$ cat src/rtl/arith_pkg.sv
// rtl/arith_pkg.sv - shared arithmetic-library types and constants
package arith_pkg;

    localparam int ARITH_W = 4;

    typedef enum logic [1:0] {
        IDLE  = 2'd0,
        SHIFT = 2'd1,
        DONE  = 2'd2
    } sub_state_t;

endpackage

$ cat src/rtl/full_sub_structural.sv
// rtl/full_sub_structural.sv - combinational 1-bit full subtractor cell
module full_sub_structural (
    input  logic a,
    input  logic b,
    input  logic borrow_in,
    output logic diff,
    output logic borrow_out
);

    logic a_xor_b;

    assign a_xor_b    = a ^ b;
    assign diff       = a_xor_b ^ borrow_in;
    assign borrow_out = (~a & b) | (~a_xor_b & borrow_in);

endmodule

$ cat src/rtl/serial_sub_4bit.sv
// rtl/serial_sub_4bit.sv - bit-serial a-b-borrow_in subtractor; optional SERIAL_SUB_4BIT_OVERFLOW_EN
module serial_sub_4bit
    import arith_pkg::*;
#(
    parameter int WIDTH = ARITH_W
) (
    input  logic             clk,
    input  logic             rst,
    input  logic             start,
    input  logic [WIDTH-1:0] a,
    input  logic [WIDTH-1:0] b,
    input  logic             borrow_in,
    output logic             busy,
    output logic             done,
    output logic [WIDTH-1:0] diff,
`ifdef SERIAL_SUB_4BIT_OVERFLOW_EN
    output logic             overflow,
`endif
    output logic             borrow_out
);

    localparam int CW = (WIDTH > 1) ? $clog2(WIDTH) : 1;
    localparam logic [CW-1:0] LAST_BIT = CW'(WIDTH - 1);

    sub_state_t       state_q, state_d;
    logic [CW-1:0]    cnt_q, cnt_d;
    logic [WIDTH-1:0] a_q, a_d;
    logic [WIDTH-1:0] b_q, b_d;
    logic             br_q, br_d;
    logic [WIDTH-1:0] res_q, res_d;
    logic [WIDTH-1:0] diff_q, diff_d;
    logic             borrow_out_q, borrow_out_d;
    logic             overflow_q, overflow_d;

    logic             cell_diff;
    logic             cell_borrow;

    full_sub_structural u_cell (
        .a          (a_q[cnt_q]),
        .b          (b_q[cnt_q]),
        .borrow_in  (br_q),
        .diff       (cell_diff),
        .borrow_out (cell_borrow)
    );

    always_comb begin
        state_d      = state_q;
        cnt_d        = cnt_q;
        a_d          = a_q;
        b_d          = b_q;
        br_d         = br_q;
        res_d        = res_q;
        diff_d       = diff_q;
        borrow_out_d = borrow_out_q;
        overflow_d   = overflow_q;
        case (state_q)
            IDLE, DONE: begin
                if (start) begin
                    a_d     = a;
                    b_d     = b;
                    br_d    = borrow_in;
                    cnt_d   = '0;
                    state_d = SHIFT;
                end else begin
                    state_d = IDLE;
                end
            end
            SHIFT: begin
                // LSB-first: each new bit enters at the MSB, so after WIDTH shifts bit 0 sits at [0]
                res_d = {cell_diff, res_q[WIDTH-1:1]};
                br_d  = cell_borrow;
                cnt_d = cnt_q + CW'(1);
                if (cnt_q == LAST_BIT) begin
                    state_d      = DONE;
                    diff_d       = res_d;
                    borrow_out_d = cell_borrow;
                    overflow_d   = (a_q[WIDTH-1] != b_q[WIDTH-1]) && (cell_diff != a_q[WIDTH-1]);
                end
            end
            default: state_d = IDLE;
        endcase
    end

    always_ff @(posedge clk or posedge rst) begin
        if (rst) begin
            state_q      <= IDLE;
            cnt_q        <= '0;
            a_q          <= '0;
            b_q          <= '0;
            br_q         <= 1'b0;
            res_q        <= '0;
            diff_q       <= '0;
            borrow_out_q <= 1'b0;
            overflow_q   <= 1'b0;
        end else begin
            state_q      <= state_d;
            cnt_q        <= cnt_d;
            a_q          <= a_d;
            b_q          <= b_d;
            br_q         <= br_d;
            res_q        <= res_d;
            diff_q       <= diff_d;
            borrow_out_q <= borrow_out_d;
            overflow_q   <= overflow_d;
        end
    end

    assign busy       = (state_q == SHIFT);
    assign done       = (state_q == DONE);
    assign diff       = diff_q;
    assign borrow_out = borrow_out_q;

`ifdef SERIAL_SUB_4BIT_OVERFLOW_EN
    assign overflow = overflow_q;
`else
    logic unused_overflow;
    assign unused_overflow = overflow_q;
`endif

endmodule
$ cat config.mk
export PLATFORM = sky130hd
export DESIGN_NAME = serial_sub_4bit
export DESIGN_NICKNAME = d
export VERILOG_FILES = /design/src/rtl/arith_pkg.sv /design/src/rtl/full_sub_structural.sv /design/src/rtl/serial_sub_4bit.sv
export SDC_FILE = /design/constraint.sdc
export NUM_CORES = 1
export LEC_CHECK = 0
export ABC_CLOCK_PERIOD_IN_PS = 2400
export CAP_MARGIN = 20
export CORE_UTILIZATION = 49
export CTS_CLUSTER_DIAMETER = 50
export DETAILED_ROUTE_END_ITERATION = 6
export HOLD_SLACK_MARGIN = 0.05
export PLACE_DENSITY = 0.73
export SLEW_MARGIN = 25
export SYNTH_ARGS = -nofsm -noshare
export SYNTH_HDL_FRONTEND = slang
export SYNTH_SLANG_ARGS = --single-unit
$ cat constraint.sdc
create_clock -name clk -period 2.4 [get_ports clk]
set_clock_uncertainty 0.1 [all_clocks]
set_input_delay 0.48 -clock clk [delete_from_list [all_inputs] [get_ports clk]]
set_output_delay 0.48 -clock clk [all_outputs]
set_load 0.01 [all_outputs]
# Word level (Yosys, flattened, before mapping)
# Cells that the tools add are included.
[word_totals] reg_bits=22 in_bits=12 elab_cells=39
[classes] add_sub_neg=1 magnitude_cmp=1 eq_ne=5 n_mux=11 bitwise_logic=7 n_reduce_logical=6
[ops] cell="case mux 2 bit (2 select lines)" n=2
[ops] cell="AND reduction 2 bit" n=3
[ops] cell="binary-select mux 1 bit (select 2 bit)" n=2
[ops] cell="equality test 2 bit, second input constant" n=2
[ops] cell="2-to-1 mux 1 bit" n=4
[ops] cell="2-to-1 mux 2 bit" n=2
[ops] cell="less-than comparator 2 x 3 -> 1 bit, second input constant" n=1
[ops] cell="adder 2 x 1 -> 2 bit, second input constant" n=1
[ops] cell="AND 1 bit" n=2
[ops] cell="equality test 2 x 1 -> 1 bit, second input constant" n=1
[ops] cell="zero test 2 bit" n=1
[ops] cell="inequality test 2 x 1 -> 1 bit, second input constant" n=1
[ops] cell="inequality test 2 bit, second input constant" n=1
[ops] cell="inverter 1 bit" n=2
[ops] cell="case mux 1 bit (2 select lines)" n=1
[ops] cell="nonzero test 2 bit" n=1
[ops] cell="OR reduction 2 bit" n=1
[ops] cell="bitwise XOR 1 bit" n=2
[ops] cell="OR 1 bit" n=1

# Longest topological paths before layout
# Gate-level depths: netlist (run 1).
[logic_depth] word_depth=7 mapped_depth=5 mapped_depth_nobuf=5

# Hierarchy
# A second synthesis (run 1) with hierarchy kept.
[hier_totals] cells_unflattened=63 hier_area_um2=975.9
[by_module_without_submodules] module="serial_sub_4bit" instances=1 cells_each=59 area_per_inst_um2=944.7 seq_area_each_um2=525.5
[by_module_without_submodules] module="full_sub_structural" instances=1 cells_each=4 area_per_inst_um2=31.3 seq_area_each_um2=0.0

# Least setup slack after synthesis (run 1)
# No wires, ideal clock.
[synth_timing] path_kind="register to register" from="register cnt_q[1]" to="register borrow_out_q (netlist: borrow_out)" setup_ns=0.125 arrival_time_ns=1.545 t_required_ns=2.175 path_slack_ns=0.630 path_stages_with_launch=4 n_path_buf=0 period_less_slack_ns=1.770 path_cell_list="dfrtp_1 > mux4_2 > fa_1 > mux2_2"
[synth_between] elab_chain_cells=6 elab_cells_between_ends=12 classes_between="eq/ne (1); mux (4); bitwise (6); reduce/logical (1)"
[synth_lines] item="start, declared" line_no="serial_sub_4bit.sv:26" text="logic [CW-1:0] cnt_q, cnt_d;"
[synth_lines] item="start signal, assigned" line_no="serial_sub_4bit.sv:97" text="cnt_q <= cnt_d;"
[synth_lines] item="binary-select mux 1 bit (select 2 bit) (on tied branches)" line_no="serial_sub_4bit.sv:39, serial_sub_4bit.sv:40"
[synth_lines] item="2-to-1 mux 1 bit (on tied branches)" line_no="serial_sub_4bit.sv:39, serial_sub_4bit.sv:40"
[synth_lines] item="bitwise XOR 1 bit" line_no="full_sub_structural.sv:12" text="assign a_xor_b = a ^ b;"
[synth_lines] item="inverter 1 bit" line_no="full_sub_structural.sv:14" text="assign borrow_out = (~a & b) | (~a_xor_b & borrow_in);"
[synth_lines] item="AND 1 bit" line_no="full_sub_structural.sv:14"
[synth_lines] item="OR 1 bit (*)" line_no="full_sub_structural.sv:14"
[synth_lines] item="net cell_borrow" line_no="serial_sub_4bit.sv:36" text="logic cell_borrow;"
[synth_lines] item="end signal, assigned" line_no="serial_sub_4bit.sv:103" text="borrow_out_q <= borrow_out_d;"
[synth_lines] item="end, declared" line_no="serial_sub_4bit.sv:32" text="logic borrow_out_q, borrow_out_d;"
# Mark *: on every way through the listed nets, which the timed path passes. The rest lies on a longest branch. The select of a mux whose other input is x is not followed.
# A chain may end at the register's enable or synchronous reset.

# Worst setup path after layout (run 1)
[layout_timing] from="register state_q[0]" to="output port busy"
[layout_between] elab_chain_cells=1
[layout_lines] item="start, declared" line_no="serial_sub_4bit.sv:25" text="sub_state_t state_q, state_d;"
[layout_lines] item="start signal, assigned" line_no="serial_sub_4bit.sv:96" text="state_q <= state_d;"
[layout_lines] item="equality test 2 x 1 -> 1 bit" line_no="serial_sub_4bit.sv:108" text="assign busy = (state_q == SHIFT);"
[layout_lines] item="end, declared" line_no="serial_sub_4bit.sv:13" text="output logic busy,"
# No other way between the ends.

==> impl_metrics.csv, run 1 <==
group,metric,value,unit
run_status,status,"finished clean",
die,dieHeight,46.2,µm
setup_path,end_kind,"output pin",
synth,ys_top_cells_by_area,"dfrtp_1, nand2_1, mux2_2",
min_path,hp-class,"flop to flop",
synth,synth_area,956,µm²
setup_path,cp_cell_sequence,"nand2b_4 -> inv_1 -> clkdlybuf4s50_1",
placed_design,gp_congestion,0.695,
sta,worst_pin_slew,0.504,ns
sta,maxSlewViolCount,0,
setup_path,path_class,"flop to output pin",
drt,firstDrtPassIters,3,
synth,synth_cell_types,23,
power_and_ir_drop,leakagePower,0.560,nW
finish,stdcell_area,1170,µm²
setup_path,crit_arrival,1.62,ns
finish,drive_above_1_share,14.9,%
sta,tns,0,ns
clocking,cts_tree,"built",
die,rows,15,
sta,relSlewSlack,66.4,%
synth,synth-simple-area-share,17.3,%
setup_path,slowest_delay,0.59,ns
sta,setup_violations,0,
drt,drc,0,
placed_design,place_area,1140,µm²
clocking,cts.path.max_buffers,2,
clocking,clk_latency,0.30,ns
grt,grt_max_degree,22,
synth,postSynthCellCount,82,
clocking,clock-sinks,21,
die,dieWidth,46.2,µm
drt,post_drt_wl_per_cell,11.8,µm
clocking,htreeDepth,1,
grt,grt_pass1_vias,606,
synth,ys_top_cells_by_count,"nand2_1, dfrtp_1, inv_1, mux2_2, o21ai_0",
die,die-area,2130,µm²
die,core_area,1780,µm²
sta,hold_viol,0,
power_and_ir_drop,clkPwrFrac,11.3,%
clocking,path_clk_slew,0.12,ns
drt,drt-initial-drc-count,6,
power_and_ir_drop,power_frac_seq,44.9,%
finish,diodes,0,
synth,syn_area_per_cell,11.7,µm²
grt,grt_use_total,17.9,%
synth,synth-async-reset-ratio,100,%
grt,grt_pass1_wl,2690,µm
job,cap_violations,0,
die,pin_count,19,
power_and_ir_drop,p_per_area,1280,nW/µm²
grt,grt-ovfl-total,0,
drt,wirelength,1490,µm
sta,rsz0062_at_grt,"false",
finish,area_delta_synth_final,22.1,%
die,initial_core_util,53.6,%
sta,fin_crit_sh,91.7,%
setup_path,cp_max_fo,9,
synth,synthMuxAreaShare,14.8,%
power_and_ir_drop,p_sw,0.000516,W
synth,synth_edf_count,0,
setup_path,critical_path_required,1.82,ns
synth,synthFlopType,"dfrtp_1",
grt,antenna_found_initial,0,
drt,antenna_left,0,
setup_path,cp_slowest_cell,"dfrtp_1",
synth,synth_most_common_cell,"nand2_1",
clocking,cts_resized,0,
power_and_ir_drop,p_int,0.000976,W
setup_path,start_kind,"flop",
synth,synth-seq-cells,21,
clocking,cts_setup_buffers,0,
synth,syn_nets,96,
drt,viasPerCell,5.04,
power_and_ir_drop,swShare,34.6,%
placed_design,port_buffers,18,
synth,synth_top_area_share,55.0,%
sta,period_needed,2.20,ns
synth,synth-seq-area-share,55.0,%
clocking,numCtsBuffers,3,
synth,synthAdderAreaFrac,3.40,%
synth,synth-xor-area-share,0,%
synth,synth_top_family_by_area,"simple AND/OR/NAND/NOR gates",
power_and_ir_drop,power_frac_comb,43.8,%
synth,synth_compound_area_share,4.32,%
synth,synth_top_cell_by_area,"dfrtp_1",
synth,yosysWarnings,0,
clocking,cts_hold_buf,0,
drt,vias,635,
finish,final_nets,116,
sta,timing.fmax,455,MHz
clocking,cts_root_buf,"clkbuf_4",
power_and_ir_drop,irDropWorstVdd,0.573,mV
## placed cells by master (no fill, tap or decap), drive strengths merged
cell           count
clkbuf             3
a22o               1
a211oi             1
fa                 1
o21ai              4
buf                1
clkinv             1
mux2               7
nand2b             2
ha                 1
clkdlybuf4s50     18
nor2b              3
nand2             26
mux2i              1
inv                4
nand3b             1
nand3              1
a21oi              1
dfrtp             21
mux4               2
nor2               1
## critical path: cells and delay by family, from the launching register on
family        cells  cell delay (ns)
buf+inv           2             0.59
flops             1             0.59
simple gates      1             0.14
## path summary, 6_finish.rpt
check	slack, ns	cells past startpoint	from	end
max	0.20	3	state_q[0]	busy
min	0.38	2	a_q[2]	a_q[2]
max reg2reg	0.51	3	cnt_q[1]	borrow_out
min reg2reg	0.38	2	a_q[2]	a_q[2]
max in group asynchronous	1.58	3	rst	state_q[1]
min in group asynchronous	0.39	3	rst	b_q[1]
## cell families after synthesis
| group | Yosys count |
|---|---|
| DFF | 21 |
| and+or+nand+nor | 34 |
| muxes | 10 |
| adders and majority gates | 2 |
| AOI/OAI and AO/OA | 7 |
| buffers and inverters | 8 |
## layer usage
| metal | GRT usage, % | share of wire [%] |
|---|---|---|
| met1 | 24.7 | 47 |
| met2 | 28.5 | 49 |
| met3 | 3.53 | 2.6 |
| met4 | 5.29 | 1.3 |
| met5 | 0 | 0 |
## per-stage QoR
stage | hold WS [ns] | setup slack, ns | std cells | power, W | utilization (%)
after floorplan | 0.340 | 0.630 | 82 | 0.00115 | -
after detailed placement | 0.361 | 0.520 | 122 | 0.00135 | 63.9
after global placement | 0.355 | 0.534 | 122 | 0.00132 | 63.9
final | 0.381 | 0.200 | 126 | 0.00149 | 65.5
after CTS | 0.389 | 0.190 | 126 | 0.00151 | 65.5
after global routing | 0.418 | 0.0824 | 126 | 0.00164 | 65.5
## flip-flops by register name, summed over array words and instances (netlist names)
register,cells
res_q,3
borrow_out,1
cnt_q,2
b_q,4
state_q,2
a_q,4
diff,4
br_q,1
## area by class of cell
cell class	instances	area [µm²]
fill	158	616
sequential	21	526
multi-input combinational	53	380
timing repair buffer	19	188
tap	25	31.3
clock buffer	3	22.5
inverter	4	15.0
clock inverter	1	5.00
## power by group through the flow
stage | Combinational [W] | Sequential (W) | Clock [W]
2_1_floorplan | 0.000506 | 0.000645 | 0
3_3_place_gp | 0.000647 | 0.000672 | 0
3_5_place_dp | 0.000664 | 0.000682 | 0
4_1_cts | 0.000667 | 0.000673 | 0.000171
5_1_grt | 0.000749 | 0.000698 | 0.000188
6_report | 0.000654 | 0.000670 | 0.000168
Note: power is estimated with default switching activity, not from simulation.
==> run 2: changes to the inputs <==
--- a/config.mk
+++ b/config.mk
@@ -9,9 +9,10 @@
 export CAP_MARGIN = 20
 export CORE_UTILIZATION = 49
 export CTS_CLUSTER_DIAMETER = 50
+export CTS_CLUSTER_SIZE = 10
 export DETAILED_ROUTE_END_ITERATION = 6
 export HOLD_SLACK_MARGIN = 0.05
-export PLACE_DENSITY = 0.73
+export PLACE_DENSITY = 0.82
 export SLEW_MARGIN = 25
 export SYNTH_ARGS = -nofsm -noshare
 export SYNTH_HDL_FRONTEND = slang
==> impl_metrics.csv, run 2 (synthesized netlist as in run 1, its figures left out) <==
group,metric,value,unit
grt,met1_usage,23.0,%
placed_design,gp_congestion,0.756,
power_and_ir_drop,p_per_area,1280,nW/µm²
finish,area_delta_synth_final,22.1,%
clocking,numCtsBuffers,3,
sta,rsz0062_at_grt,"false",
sta,maxSlewViolCount,0,
finish,final_common_cell,"nand2_1",
finish,ff_latch_area,526,µm²
drt,vias,618,
sta,timing.fmax,454,MHz
sta,relSlewSlack,67.6,%
setup_path,crit_arrival,1.62,ns
finish,drive_above_1_share,14.9,%
die,core_area,1780,µm²
job,cap_violations,0,
sta,tns,0,ns
setup_path,cp_max_fo,9,
grt,grt_busiest_layer,"met2",
die,dieWidth,46.2,µm
setup_path,path_class,"flop to output pin",
drt,post_drt_wl_per_cell,12.1,µm
die,pin_count,19,
sta,layout_setup_ws,0.195,ns
clocking,cts.path.max_buffers,2,
placed_design,post-place-ws,0.533,ns
grt,grt_pass1_vias,578,
drt,wirelength,1520,µm
grt,grt_use_total,17.7,%
drt,firstDrtPassIters,4,
power_and_ir_drop,p_int,0.000976,W
clocking,clk_latency,0.30,ns
sta,worst_pin_slew,0.485,ns
finish,final_nets,116,
power_and_ir_drop,power_frac_seq,45.1,%
grt,grt_max_degree,22,
drt,antenna_left,0,
clocking,path_clk_slew,0.11,ns
die,die-area,2130,µm²
drt,viasPerCell,4.90,
grt,use_met3,3.53,%
clocking,htreeDepth,1,
sta,fin_crit_sh,91.9,%
die,initial_core_util,53.6,%
power_and_ir_drop,swShare,34.8,%
placed_design,port_buffers,18,
grt,grt_pass1_wl,2610,µm
die,rows,15,
power_and_ir_drop,irDropWorstVdd,0.664,mV
setup_path,r2r_cells,3,
finish,diodes,0,
power_and_ir_drop,leakagePower,0.560,nW
setup_path,start_kind,"flop",
setup_path,critical_path_required,1.82,ns
sta,period_needed,2.20,ns
clocking,cts_hold_buf,0,
clocking,clock-sinks,21,
finish,n_fill_cell,149,
power_and_ir_drop,power_frac_comb,43.8,%
min_path,hp-class,"input pin to asynchronous set/reset pin",
clocking,cts_root_buf,"clkbuf_4",
drt,drc,0,
sta,setup_violations,0,
grt,global_route.usage.met2,28.7,%
power_and_ir_drop,p_sw,0.000521,W
power_and_ir_drop,clkPwrFrac,11.1,%
sta,hold_viol,0,
clocking,cts_resized,0,
die,dieHeight,46.2,µm
finish,most-common-layout-cells,"nand2_1, dfrtp_1, clkdlybuf4s50_1",
drt,drt-initial-drc-count,3,
grt,antenna_found_initial,0,
grt,grt-ovfl-total,0,
clocking,cts_setup_buffers,0,
run_status,status,"finished clean",
clocking,cts_tree,"built",
finish,multiInputGateArea,380,µm²
setup_path,end_kind,"output pin",
[run 2: worst paths after layout]
| check | slack (ns) | startpoint | end |
|---|---|---|---|
| worst max-delay path | 0.20 | state_q[0] | busy |
| worst min-delay path | 0.38 | rst | b_q[1] |
| worst max register to register | 0.54 | cnt_q[1] | borrow_out |
| worst min register to register | 0.39 | a_q[3] | a_q[3] |
| max in group asynchronous | 1.60 | rst | cnt_q[1] |
| min in group clk | 0.39 | a_q[3] | a_q[3] |
[run 2: metrics by stage]
stage                     std cells  cell area (µm²)  util [%]  total power, W  hold WS [ns]
after floorplan                  82              956         -         0.00115         0.340
after global placement          122             1140      63.9         0.00131         0.355
after detailed placement        122             1140      63.9         0.00135         0.367
after CTS                       126             1170      65.5         0.00152         0.387
after global routing            126             1170      65.5         0.00163         0.430
final                           126             1170      65.5         0.00150         0.382
[run 2: cell type report]
cell class / instances / share of cell area, %
clock buffers: 3 / 1.93
repair buffers: 19 / 16.1
clock inverters: 1 / 0.429
multi-input cells: 53 / 32.6
flip-flops and latches: 21 / 45.0
well taps: 25 / 2.68
inverters: 4 / 1.29
[run 2: power by group through the flow]
stage | registers, W | logic [W] | clock network, W
after detailed placement | 0.000686 | 0.000666 | 0
after global routing | 0.000702 | 0.000750 | 0.000181
after global placement | 0.000668 | 0.000639 | 0
after floorplan | 0.000645 | 0.000506 | 0
final | 0.000675 | 0.000655 | 0.000167
after CTS | 0.000677 | 0.000668 | 0.000170
[run 2: critical path: stages, from the launching register on]
cell,delay (ns)
dfrtp_1,0.58
nand2b_4,0.14
inv_1,0.07
clkdlybuf4s50_1,0.53
[run 2: per-layer routing]
metal  vias up  wire length (µm)
met1       296               693
met4         0                21
met2        15               756
li1        305                 -
met3         2                52
met5         -                 0
==> run 3: changes to the inputs <==
--- a/config.mk
+++ b/config.mk
@@ -7,12 +7,14 @@
 export LEC_CHECK = 0
 export ABC_CLOCK_PERIOD_IN_PS = 2400
 export CAP_MARGIN = 20
-export CORE_UTILIZATION = 49
+export CORE_ASPECT_RATIO = 2
+export CORE_MARGIN = 8
+export CORE_UTILIZATION = 25
 export CTS_CLUSTER_DIAMETER = 50
 export CTS_CLUSTER_SIZE = 10
 export DETAILED_ROUTE_END_ITERATION = 6
 export HOLD_SLACK_MARGIN = 0.05
-export PLACE_DENSITY = 0.82
+export PLACE_DENSITY = 0.51
 export SLEW_MARGIN = 25
 export SYNTH_ARGS = -nofsm -noshare
 export SYNTH_HDL_FRONTEND = slang
==> impl_metrics.csv, run 3 (synthesized netlist as in run 1, its figures left out) <==
group,metric,value,unit
power_and_ir_drop,p_per_area,1280,nW/µm²
die,core_area,3760,µm²
job,cap_violations,0,
sta,timing.fmax,463,MHz
setup_path,slowest_delay,0.58,ns
drt,viasPerCell,3.98,
sta,worst_pin_slew,0.565,ns
drt,antenna_left,0,
grt,grt-ovfl-total,0,
sta,hold_viol,0,
clocking,cts_tree,"built",
finish,final_nets,116,
sta,setup_violations,0,
placed_design,dp_hpwl,1400,µm
power_and_ir_drop,leakagePower,0.568,nW
die,rows,32,
drt,drt-initial-drc-count,12,
clocking,clk_latency,0.26,ns
min_path,hp-class,"flop to flop",
sta,maxSlewViolCount,0,
die,initial_core_util,25.4,%
die,dieHeight,103,µm
placed_design,gp_congestion,0.722,
sta,relSlewSlack,62.3,%
sta,tns,0,ns
grt,grt_pass1_vias,716,
sta,hold_ws,0.386,ns
die,die-area,6180,µm²
placed_design,port_buffers,18,
finish,final_common_cell,"nand2_1",
setup_path,cp_slowest_cell,"dfrtp_1",
clocking,cts_root_buf,"clkbuf_8",
sta,rsz0062_at_grt,"false",
grt,antenna_found_initial,0,
clocking,clock-sinks,21,
finish,most-common-layout-cells,"nand2_1, dfrtp_1, clkdlybuf4s50_1",
drt,post_drt_wl_per_cell,12.1,µm
clocking,cts.path.max_buffers,2,
finish,n_fill_cell,421,
run_status,status,"finished clean",
die,pin_count,19,
power_and_ir_drop,irDropWorstVdd,0.595,mV
finish,area_delta_synth_final,27.5,%
finish,drive_above_1_share,14.9,%
die,dieWidth,59.7,µm
setup_path,critical_path_required,1.82,ns
clocking,path_clk_slew,0.07,ns
finish,diodes,0,
power_and_ir_drop,finalPower,0.00156,W
clocking,cts_hold_buf,0,
setup_path,cp_max_fo,9,
clocking,cts_setup_buffers,0,
setup_path,path_class,"flop to output pin",
setup_path,crit_arrival,1.58,ns
grt,grt_use_total,7.13,%
drt,firstDrtPassIters,4,
sta,fin_crit_sh,90.0,%
setup_path,end_kind,"output pin",
grt,grt_max_degree,22,
grt,grt_pass1_wl,3340,µm
drt,wirelength,1840,µm
setup_path,cp_cell_sequence,"nand2b_4 -> inv_1 -> clkdlybuf4s50_1",
drt,drc,0,
clocking,numCtsBuffers,3,
sta,period_needed,2.16,ns
clocking,htreeDepth,1,
drt,vias,605,
clocking,cts_resized,0,
setup_path,start_kind,"flop",
run 3: cell counts in the layout (fill, tap and decap cells not counted):
Identical to the previous run, type by type.
run 3: path summary, 6_finish.rpt:
check / startpoint / to / slack, ns / cells past startpoint
setup / recovery: state_q[0] / busy / 0.24 / 3
hold / removal: a_q[0] / a_q[0] / 0.39 / 2
setup reg to reg: cnt_q[1] / borrow_out / 0.53 / 3
hold reg to reg: a_q[0] / a_q[0] / 0.39 / 2
max in group asynchronous: rst / state_q[0] / 1.55 / 3
min in group asynchronous: rst / diff[2] / 0.43 / 3
run 3: layout make-up:
type / instances / area (µm²) / area share, %
Clock buffer: 3 / 41.3 / 3.39
Clock inverter: 1 / 5.00 / 0.411
Inverter: 4 / 15.0 / 1.23
Multi-Input combinational cell: 53 / 380 / 31.2
Sequential cell: 21 / 526 / 43.1
Tap cell: 51 / 63.8 / 5.24
Timing Repair Buffer: 19 / 188 / 15.4
run 3: metal layers:
layer | global-route usage (%) | up-vias | wire (µm)
met5 | 0 | - | 0
met4 | 3.33 | 0 | 30
met3 | 1.98 | 2 | 96
met2 | 10.5 | 17 | 878
met1 | 9.34 | 283 | 830
li1 | - | 303 | -
run 3: critical path: cells and delay by family, from the launching register on:
family        cells  cell delay [ns]
buf+inv           2             0.60
flops             1             0.58
simple gates      1             0.14
run 3: power by group:
group	leakage, nW	internal (W)	switching, W
sequential	0.256	0.000529	0.000146
clock	0.0255	0.000116	0.000116
combinational	0.286	0.000384	0.000272
run 3: per-stage QoR:
stage | utilization [%] | worst slack [ns] | instance area (µm²) | std cells
floorplan | - | 0.630 | 956 | 82
global placement | 31.2 | 0.498 | 1170 | 148
detailed placement | 31.2 | 0.494 | 1170 | 148
CTS | 32.4 | 0.218 | 1220 | 152
global route | 32.4 | 0.139 | 1220 | 152
finish | 32.4 | 0.241 | 1220 | 152
